## src/rtl/bf16_pkg.sv

```systemverilog
// Shared bfloat16 definitions: error codes, field width and the canonical NaN.
package bf16_pkg;

    localparam int BF16_WIDTH = 16;

    localparam logic [1:0] ERR_NONE = 2'b00;
    localparam logic [1:0] ERR_OVF  = 2'b01;
    localparam logic [1:0] ERR_UNF  = 2'b10;
    localparam logic [1:0] ERR_NAN  = 2'b11;

    localparam logic [BF16_WIDTH-1:0] BF16_QNAN = 16'h7FC0;

endpackage

```

## src/rtl/iv_fp_mul.sv

```systemverilog
// Combinational bfloat16 multiplier. Subnormal inputs are treated as zero,
// rounding is round-to-nearest-even, overflow gives signed infinity and
// underflow gives signed zero. A NaN operand gives the canonical NaN; the
// invalid product inf x 0 gives the canonical NaN with its sign bit set.
module iv_fp_mul
    import bf16_pkg::*;
(
    input  logic [BF16_WIDTH-1:0] a,
    input  logic [BF16_WIDTH-1:0] b,
    output logic [BF16_WIDTH-1:0] out,
    output logic [1:0]            error
);

    logic               sign;
    logic [7:0]         ea;
    logic [7:0]         eb;
    logic               a_nan, b_nan, a_inf, b_inf, a_zero, b_zero;
    logic [15:0]        prod;
    logic [6:0]         frac;
    logic               guard;
    logic               sticky;
    logic               rnd;
    logic [8:0]         sig_r;
    logic signed [10:0] exp_base;
    logic signed [10:0] exp_norm;
    logic signed [10:0] exp_fin;

    // Classify operands, multiply significands, normalise, round, then pick the result class.
    always_comb begin
        sign   = a[15] ^ b[15];
        ea     = a[14:7];
        eb     = b[14:7];
        a_nan  = (ea == 8'hFF) && (a[6:0] != 7'd0);
        b_nan  = (eb == 8'hFF) && (b[6:0] != 7'd0);
        a_inf  = (ea == 8'hFF) && (a[6:0] == 7'd0);
        b_inf  = (eb == 8'hFF) && (b[6:0] == 7'd0);
        a_zero = (ea == 8'h00);
        b_zero = (eb == 8'h00);

        prod     = 16'({1'b1, a[6:0]}) * 16'({1'b1, b[6:0]});
        exp_base = 11'(ea) + 11'(eb) - 11'sd127;

        // Significand product lies in [1,4); a set top bit means it is already >= 2.
        if (prod[15]) begin
            frac     = prod[14:8];
            guard    = prod[7];
            sticky   = |prod[6:0];
            exp_norm = exp_base + 11'sd1;
        end else begin
            frac     = prod[13:7];
            guard    = prod[6];
            sticky   = |prod[5:0];
            exp_norm = exp_base;
        end

        rnd   = guard & (sticky | frac[0]);
        sig_r = {2'b01, frac} + {8'd0, rnd};
        // A rounding carry leaves the fraction at zero and bumps the exponent.
        exp_fin = sig_r[8] ? exp_norm + 11'sd1 : exp_norm;

        out   = {sign, exp_fin[7:0], sig_r[6:0]};
        error = ERR_NONE;
        if (a_nan || b_nan) begin
            out   = BF16_QNAN;
            error = ERR_NAN;
        end else if ((a_inf && b_zero) || (b_inf && a_zero)) begin
            out   = BF16_QNAN | 16'h8000;
            error = ERR_NAN;
        end else if (a_inf || b_inf) begin
            out = {sign, 8'hFF, 7'd0};
        end else if (a_zero || b_zero) begin
            out = {sign, 15'd0};
        end else if (exp_fin >= 11'sd255) begin
            out   = {sign, 8'hFF, 7'd0};
            error = ERR_OVF;
        end else if (exp_fin <= 11'sd0) begin
            out   = {sign, 15'd0};
            error = ERR_UNF;
        end
    end

endmodule

```

## src/rtl/rr_arbiter.sv

```systemverilog
// Stateless round-robin picker: first requester after ptr, wrapping to 0.
module rr_arbiter #(
    parameter int NUM_REQ  = 4,
    parameter int ID_WIDTH = 2
) (
    input  logic [NUM_REQ-1:0]  req,
    input  logic [ID_WIDTH-1:0] ptr,
    output logic [NUM_REQ-1:0]  grant,
    output logic [ID_WIDTH-1:0] grant_idx,
    output logic                grant_any
);

    int idx;

    // Scan offsets from farthest to nearest so the nearest active requester wins.
    always_comb begin
        grant     = '0;
        grant_idx = '0;
        grant_any = 1'b0;
        idx       = 0;
        for (int k = NUM_REQ; k >= 1; k--) begin
            idx = int'(ptr) + k;
            if (idx >= NUM_REQ) idx = idx - NUM_REQ;
            if (req[idx]) begin
                grant      = '0;
                grant[idx] = 1'b1;
                grant_idx  = ID_WIDTH'(idx);
                grant_any  = 1'b1;
            end
        end
    end

endmodule

```

## src/rtl/bf16_mul_arbiter.sv

```systemverilog
// Shares one bfloat16 multiplier among NUM_REQ requesters through a
// round-robin grant and a two-stage pipeline (S1 operands, S2 result).
// Handshake: a transfer happens on an edge where valid and ready are both
// high; senders hold valid and payload until then, and rsp_* hold while
// rsp_valid is high and rsp_ready is low.
module bf16_mul_arbiter
    import bf16_pkg::*;
#(
    parameter int NUM_REQ    = 4,
    parameter int ID_WIDTH   = 2,
    parameter int DATA_WIDTH = 16,
    parameter int CNT_WIDTH  = 16
) (
    input  logic                          clk,
    input  logic                          rst_n,
    input  logic [NUM_REQ-1:0]            req_valid,
    output logic [NUM_REQ-1:0]            req_ready,
    input  logic [NUM_REQ*DATA_WIDTH-1:0] req_a,
    input  logic [NUM_REQ*DATA_WIDTH-1:0] req_b,
    output logic                          rsp_valid,
    input  logic                          rsp_ready,
    output logic [DATA_WIDTH-1:0]         rsp_data,
    output logic [1:0]                    rsp_err,
    output logic [ID_WIDTH-1:0]           rsp_id,
    input  logic                          cnt_clr,
    output logic [CNT_WIDTH-1:0]          ovf_cnt,
    output logic [CNT_WIDTH-1:0]          unf_cnt,
    output logic [CNT_WIDTH-1:0]          nan_cnt
);

    logic                  s1_valid;
    logic [DATA_WIDTH-1:0] s1_a;
    logic [DATA_WIDTH-1:0] s1_b;
    logic [ID_WIDTH-1:0]   s1_id;
    logic                  s2_valid;
    logic [DATA_WIDTH-1:0] s2_data;
    logic [1:0]            s2_err;
    logic [ID_WIDTH-1:0]   s2_id;
    logic [ID_WIDTH-1:0]   ptr;

    logic                  s1_adv;
    logic                  s2_adv;
    logic [NUM_REQ-1:0]    grant;
    logic [ID_WIDTH-1:0]   grant_idx;
    logic                  grant_any;
    logic                  take;
    logic                  count_en;
    logic [DATA_WIDTH-1:0] mul_out;
    logic [1:0]            mul_err;

    assign s2_adv = ~s2_valid | rsp_ready;
    assign s1_adv = ~s1_valid | s2_adv;

    rr_arbiter #(
        .NUM_REQ  (NUM_REQ),
        .ID_WIDTH (ID_WIDTH)
    ) u_arb (
        .req       (req_valid),
        .ptr       (ptr),
        .grant     (grant),
        .grant_idx (grant_idx),
        .grant_any (grant_any)
    );

    // Grant only goes to an asserted valid, so a visible grant is a transfer.
    assign req_ready = grant & {NUM_REQ{s1_adv}};
    assign take      = grant_any & s1_adv;
    assign count_en  = s1_valid & s2_adv;

    iv_fp_mul u_mul (
        .a     (s1_a),
        .b     (s1_b),
        .out   (mul_out),
        .error (mul_err)
    );

    // S1: capture the granted operands; empties when it advances without a new grant.
    always_ff @(posedge clk or negedge rst_n) begin
        if (!rst_n) begin
            s1_valid <= 1'b0;
            s1_a     <= '0;
            s1_b     <= '0;
            s1_id    <= '0;
            ptr      <= ID_WIDTH'(NUM_REQ - 1);
        end else begin
            if (s1_adv) s1_valid <= take;
            if (take) begin
                s1_a  <= req_a[grant_idx*DATA_WIDTH +: DATA_WIDTH];
                s1_b  <= req_b[grant_idx*DATA_WIDTH +: DATA_WIDTH];
                s1_id <= grant_idx;
                ptr   <= grant_idx;
            end
        end
    end

    // S2: register the multiplier result; holds while the consumer stalls.
    always_ff @(posedge clk or negedge rst_n) begin
        if (!rst_n) begin
            s2_valid <= 1'b0;
            s2_data  <= '0;
            s2_err   <= ERR_NONE;
            s2_id    <= '0;
        end else if (s2_adv) begin
            s2_valid <= s1_valid;
            if (s1_valid) begin
                s2_data <= mul_out;
                s2_err  <= mul_err;
                s2_id   <= s1_id;
            end
        end
    end

    // Saturating error counters; a clear overrides a same-cycle increment.
    always_ff @(posedge clk or negedge rst_n) begin
        if (!rst_n) begin
            ovf_cnt <= '0;
            unf_cnt <= '0;
            nan_cnt <= '0;
        end else if (cnt_clr) begin
            ovf_cnt <= '0;
            unf_cnt <= '0;
            nan_cnt <= '0;
        end else if (count_en) begin
            if (mul_err == ERR_OVF && ovf_cnt != {CNT_WIDTH{1'b1}}) ovf_cnt <= ovf_cnt + 1'b1;
            if (mul_err == ERR_UNF && unf_cnt != {CNT_WIDTH{1'b1}}) unf_cnt <= unf_cnt + 1'b1;
            if (mul_err == ERR_NAN && nan_cnt != {CNT_WIDTH{1'b1}}) nan_cnt <= nan_cnt + 1'b1;
        end
    end

    assign rsp_valid = s2_valid;
    assign rsp_data  = s2_data;
    assign rsp_err   = s2_err;
    assign rsp_id    = s2_id;

endmodule

```

## config.mk

```make
export PLATFORM = sky130hd
export DESIGN_NAME = bf16_mul_arbiter
export DESIGN_NICKNAME = d
export VERILOG_FILES = /design/src/rtl/bf16_pkg.sv /design/src/rtl/iv_fp_mul.sv /design/src/rtl/rr_arbiter.sv /design/src/rtl/bf16_mul_arbiter.sv
export SDC_FILE = /design/constraint.sdc
export NUM_CORES = 1
export LEC_CHECK = 0
export CAP_MARGIN = 0
export CORE_UTILIZATION = 48
export CTS_CLUSTER_DIAMETER = 120
export DETAILED_ROUTE_END_ITERATION = 10
export PLACE_DENSITY_LB_ADDON = 0.25
export SYNTH_ARGS = -nofsm -noshare
export SYNTH_HDL_FRONTEND = slang
export SYNTH_SLANG_ARGS = --single-unit
```

## constraint.sdc

```tcl
create_clock -name clk -period 7.3 [get_ports clk]
set_input_delay 1.825 -clock clk [delete_from_list [all_inputs] [get_ports clk]]
set_output_delay 1.825 -clock clk [all_outputs]
set_load 0.03 [all_outputs]
```

Yosys cells after proc, flatten, opt, wreduce, memory -nomap -nowiden --
Cells that the tools add are included.
Storage, ports and cells: bits in registers 106, input port bits 136, output and inout port bits 73, logic and storage cells 158
Operators by class: add/subtract/negate cells 16, multipliers 1, order comparisons 14, eq/ne operators 8, shift-type cells 2, muxes and demuxes 62, bitwise operators 10, reductions and logical operators 33
Operators with widths (number):
- 16-bit 2-to-1 mux | 11
- 32-bit by 1-bit greater-or-equal comparator with 1-bit output, second input constant | 4
- 32-bit by 4-bit greater-or-equal comparator with 1-bit output, second input constant | 4
- 32-bit by 4-bit less-than comparator with 1-bit output, second input constant | 4
- 32-bit 2-to-1 mux | 4
- 64-bit by 7-bit variable part select with 16-bit output | 2
- 32-bit by 4-bit subtractor with 32-bit output, second input constant | 4
- 15-bit 2-to-1 mux | 4
- 16-bit by 1-bit adder with 16-bit output, second input constant | 3
- 16-bit inequality test, second input constant | 3
- 11-bit by 2-bit adder with 11-bit output, second input constant | 2
- 11-bit 2-to-1 mux | 2
- 2-bit 2-to-1 mux | 10
- 1-bit 2-to-1 mux | 18
- 8-bit equality test, second input constant | 2
- 8-bit zero test | 2
- 8-bit by 8-bit multiplier with 16-bit output | 1
- 4-bit 2-to-1 mux | 4
- 7-bit zero test | 2
- 7-bit nonzero test | 2
- 1-bit logical AND | 13
- 11-bit by 9-bit greater-or-equal comparator with 1-bit output, second input constant | 1
- 11-bit by 1-bit less-or-equal comparator with 1-bit output, second input constant | 1
- 11-bit by 7-bit subtractor with 11-bit output, second input constant | 1
- other kinds (20) | 42

Logic depth before layout (Yosys ltp) --
word-level depth 19, mapped depth 35, gate-level depth less buffers 31

By module --
A second synthesis with hierarchy kept.
Second synthesis, totals: cell total of the unflattened synthesis 1083, area, all modules 10196.0 um^2
By module, submodules not included:
- bf16_mul_arbiter | times used 1, cells an instance 454, area each 5492.8 um^2
- iv_fp_mul | times used 1, cells an instance 538, area each 4050.1 um^2
- rr_arbiter | times used 1, cells an instance 91, area each 653.1 um^2

Worst setup path before layout --
OpenSTA, ideal clock, no wires.
path kind register to register, start point register s1_a[3], end point register unf_cnt[11], library setup time 125 ps, arrival time 7833 ps, required time 7175 ps, slack -658 ps, cell stages (with the launch flop) 30, buffers on the path 5, cell sequence dfrtp_1 clkbuf_1 and2_1 fa_1 inv_1 fa_1 inv_1 fa_1 inv_1 fa_1 inv_1 ha_1 a21o_1 a21oi_2 a211o_1 a211oi_4 buf_4 clkbuf_1 nand2b_1 a21boi_0 ha_1 nand4_1 or2_1 buf_2 o41a_1 or4_1 o31a_1 buf_2 nor4_1 mux2_2
Between the ends: word-level cells in the longest chain between the ends 18
RTL lines:
- start, declared | line bf16_mul_arbiter.sv:32 | logic [DATA_WIDTH-1:0] s1_a;
- start signal, assigned | line bf16_mul_arbiter.sv:88 | s1_a <= req_a[grant_idx*DATA_WIDTH +: DATA_WIDTH];
- 8-bit by 8-bit multiplier with 16-bit output | line iv_fp_mul.sv:40 | prod = 16'({1'b1, a[6:0]}) * 16'({1'b1, b[6:0]});
- 7-bit OR reduction or 6-bit OR reduction (tied branches) | line iv_fp_mul.sv:47, iv_fp_mul.sv:52
- 1-bit 2-to-1 mux | line iv_fp_mul.sv:44 | if (prod[15]) begin
- 1-bit bitwise OR | line iv_fp_mul.sv:56 | rnd = guard & (sticky | frac[0]);
- 1-bit bitwise AND | line iv_fp_mul.sv:56
- 8-bit by 1-bit adder with 9-bit output | line iv_fp_mul.sv:57 | sig_r = {2'b01, frac} + {8'd0, rnd};
- 11-bit 2-to-1 mux | line iv_fp_mul.sv:59 | exp_fin = sig_r[8] ? exp_norm + 11'sd1 : exp_norm;
- 11-bit by 1-bit less-or-equal comparator with 1-bit output | line iv_fp_mul.sv:76 | end else if (exp_fin <= 11'sd0) begin
- [... 2 more ...]
- 2-bit 2-to-1 mux | line iv_fp_mul.sv:71 | end else if (a_zero || b_zero) begin
- 2-bit 2-to-1 mux | line iv_fp_mul.sv:69 | end else if (a_inf || b_inf) begin
- 2-bit 2-to-1 mux | line iv_fp_mul.sv:66 | end else if ((a_inf && b_zero) || (b_inf && a_zero)) begin
- 2-bit 2-to-1 mux * | line iv_fp_mul.sv:63 | if (a_nan || b_nan) begin
- 2-bit equality test * | line bf16_mul_arbiter.sv:125 | if (mul_err == ERR_UNF && unf_cnt != {CNT_WIDTH{1'b1}}) unf_cnt <= unf_cnt + 1'b1;
- 1-bit logical AND * | line bf16_mul_arbiter.sv:125
- 2-bit nonzero test (no source line) *
- 2-bit AND reduction (no source line) *
- end signal, assigned | line bf16_mul_arbiter.sv:125
- end, declared | line bf16_mul_arbiter.sv:27 | output logic [CNT_WIDTH-1:0] unf_cnt,
Every way passes the cells marked *; elsewhere a longest branch is shown, timed or not. A chain may end at the register's enable or synchronous reset.

Worst setup path in the final report --
start point register s1_a[2], end point register unf_cnt[4]
Same word-level chain as after synthesis.

==> summary.md <==
| Metric | Value |
|---|---|
| Status | complete, but fails checks |
| Clock root cell | clkbuf_16 |
| Capture point of the worst reg-to-reg path | unf_cnt[4]$_DFFE_PN0P_ |
| Worst Hold Depth | 2 |
| First-pass GRT wire length | 44.0 mm |
| Pre-antenna DRT Iters | 5 |
| R2R Path Start | s1_a[2]$_DFFE_PN0P_ |
| Gpl congestion | 0.877 |
| Asr flop ratio synth | 1.00 |
| Fmax achieved | 133 MHz |
| Layout Area Growth over Synthesis | 35.8% |
| Final Instance Count excl. Fillers | 1,583 |
| DR vias | 9,085 |
| CTS Hold Bufs | 0 |
| Core ar. | 0.0203 mm² |
| Initial antenna violation count | 0 |
| # Max-Cap Violations | 0 |
| Die Y | 146 µm |
| CP Buf/Inv Count | 6 |
| Routed Antenna Nets | 0 |
| Max-slew violations | 0 |
| Area of the die | 0.0213 mm² |
| Final period utilization | 1.03 |
| RSZ-0062 raised after global routing | yes |
| Post-Synthesis Cells | 1,062 |
| Clock Tree Buf Depth | 2 |
| Reg2reg setup slack | -0.20 ns |
| Mapped Area | 0.00994 mm² |
| Family with the most delay on the worst path | adder cells |
| Routed wire per std cell | 16.7 µm |
| Avg Cell Area, Syn | 9.36 µm² |
| Setup ws final | -0.196 ns |
| Placed instance count | 1,552 |
| Overflow after GRT | 0 |
| Yosys cell types | 87 |
| DPL Wire Length | 20.4 mm |
| H-tree levels | 3 |
| Failing checks | negative setup slack |
| CTS tree | done |
| Clk pin slew, worst setup/hold paths | 0.08 ns |
| Worst Setup Path Type | reg2reg |
| Cell mode on critical path | fa_1 |
| Clock Latency Late Sink | 0.36 ns |
| Crit end category | register |
| Antenna Diode Count | 0 |
| Crit-path max cell delay | 0.56 ns |
| Area leader, netlist | dfrtp_1 |
| IO Pins | 209 |
| GRT Overall Usage | 0.253 |
| PortBufs | 208 |
| Rel. slew slack | 0.133 |
| Starting density of the core | 0.490 |
| Worst Path Required | 7.58 ns |
| Remaining DRCs | 0 |
| DR iter-0 viols | 471 |
| Synth area leaders | dfrtp_1 (26%), mux4_2 (7.7%), fa_1 (7.5%), ha_1 (7.3%), mux2_2 (4.2%) |
| Crit path arrival time | 7.77 ns |
| Crit start category | register |
| Critical path's slowest cell | or4_4 |
| Worst Tran Pin Value | 1.29 ns |
| Fin. Hold Viols | 0 |
| Synth top area share | 0.262 |
| Final #Nets | 1,539 |
| Via density per instance | 5.74 |
| Hold Path Class | reg2reg |
| Post-synthesis sequential area ratio | 0.267 |
| Hold endpoint | rsp_id[0]$_DFFE_PN0P_ |
| Placement Cell Area | 0.0128 mm² |
| Vias in the first global route | 9,000 |
| Row Count | 52 |
| Worst Reg2Reg Path Length in Cells | 30 |
| Setup violators final | 17 |
| Drt total wl | 26.4 mm |
| Clock Sinks | 106 |
| Layout cell share with drive strength beyond 1 | 0.193 |
| Finished layout cell area | 0.0135 mm² |
| Synth Register Bits | 106 |
| Hold Path Origin | s1_id[0]$_DFFE_PN0P_ |
| Die span in x | 146 µm |
| Primary FF master, synth | dfrtp_1 |
| Syn nets | 1,293 |
| Final Skew | 0.0154 ns |
| Largest net degree at the start of global routing | 63 |
| CP Max Fanout | 8 |
| CTS buffer count | 9 |
| Crit path time final | 7.50 ns |
| Setup_tns | -2.35 ns |
| Synthesis Warnings | 0 |
| Post-synth EDFFs | 0 |
## Yosys cell counts, types with 31 or more instances
| cell | number |
|---|---|
| dfrtp_1 | 104 |
| nor2_1 | 86 |
| inv_1 | 83 |
| nand2_1 | 73 |
| ha_1 | 58 |
| a21oi_1 | 54 |
| and2_1 | 42 |
| fa_1 | 37 |
| mux2_2 | 37 |
| o21ai_0 | 37 |
| mux4_2 | 34 |
| clkbuf_1 | 32 |
| nand3_1 | 31 |
## cell families after synthesis
| group | after synthesis | share of synthesized area |
|---|---|---|
| AND/OR/NAND/NOR | 377 | 0.200 |
| AO/OA/AOI/OAI | 224 | 0.159 |
| buffers and inverters | 129 | 0.0508 |
| flip-flops | 106 | 0.267 |
| adder cells (fa/ha/maj) | 95 | 0.147 |
| multiplexers | 80 | 0.128 |
| XOR/XNOR | 51 | 0.0478 |
## worst min-delay path, cell delays in order (launching register included)
cell,delay (ns)
dfrtp_1,0.35
nand2_1,0.05
nand2_1,0.05
## area by class of cell
type | instances | area, µm²
fill | 1661 | 6800
tap | 270 | 338
clock inverter | 6 | 82.6
sequential | 106 | 2670
inverter | 83 | 312
multi-input combinational | 827 | 7190
timing repair buffer | 281 | 2690
clock buffer | 10 | 229
## what timing repair did
action	in CTS	in global routing
setup endpoints to repair	23	45
endpoints found under the hold margin	0	0
gates cloned	0	3
gates resized for setup	6	49
setup buffers	7	5
pin swaps	3	22
## registers in the layout, summed over array words and instances (netlist names)
| name | flops |
|---|---|
| s1_a | 16 |
| s1_valid | 1 |
| s1_b | 16 |
| ovf_cnt | 16 |
| rsp_valid | 1 |
| rsp_data | 16 |
| rsp_err | 2 |
| nan_cnt | 16 |
| ptr | 2 |
| s1_id | 2 |
| rsp_id | 2 |
| unf_cnt | 16 |
## layout by cell type (no fill, tap or decap), types with 6 or more instances in the layout
cell / count
a21o_1: 10
dfrtp_1: 96
clkdlybuf4s50_1: 206
a22o_1: 6
nand2_1: 72
mux2_2: 33
mux4_2: 34
a21oi_1: 47
ha_1: 54
and2_4: 8
buf_4: 67
nor4_1: 7
fa_1: 37
nor2_1: 84
nor2b_1: 7
o21ai_0: 35
and3_1: 17
a211o_1: 10
nand3_1: 31
xnor2_1: 23
o21a_1: 7
inv_2: 7
o31ai_4: 7
inv_1: 76
nand4_1: 20
or3_1: 16
mux2i_1: 9
dfrtp_2: 8
and2_1: 34
nor3_1: 20
a21oi_2: 7
xor2_1: 25
o211ai_1: 15
clkbuf_16: 11
or4_1: 18
## worst max path at each step
stage,endpoint,start,slack [ns],depth (start not counted)
after floorplan,unf_cnt[11]$_DFFE_PN0P_,s1_b[5]$_DFFE_PN0P_,-0.07,31
after global placement,unf_cnt[3]$_DFFE_PN0P_,s1_a[2]$_DFFE_PN0P_,-0.03,30
after detailed placement,unf_cnt[3]$_DFFE_PN0P_,s1_a[2]$_DFFE_PN0P_,-0.22,30
after CTS,unf_cnt[3]$_DFFE_PN0P_,s1_b[3]$_DFFE_PN0P_,-0.11,30
after global routing,unf_cnt[4]$_DFFE_PN0P_,s1_a[2]$_DFFE_PN0P_,-0.51,29
final,unf_cnt[4]$_DFFE_PN0P_,s1_a[2]$_DFFE_PN0P_,-0.20,30
## through the flow
stage / hold WS, ns / utilization / setup slack (ns)
floorplan: 0.439 / - / -0.0704
global placement: 0.461 / 0.629 / -0.0297
detailed placement: 0.472 / 0.629 / -0.215
CTS: 0.495 / 0.648 / -0.107
global route: 0.517 / 0.665 / -0.506
finish: 0.484 / 0.665 / -0.196
## layer usage
metal	global-route usage	wire, µm
met1	0.342	11900
met5	0	0
met4	0.0742	354
met3	0.0279	906
met2	0.427	13300
Power is left out: the tool's default activity adds up to more than one toggle a clock period on the data nets, which glitch-free logic cannot reach.
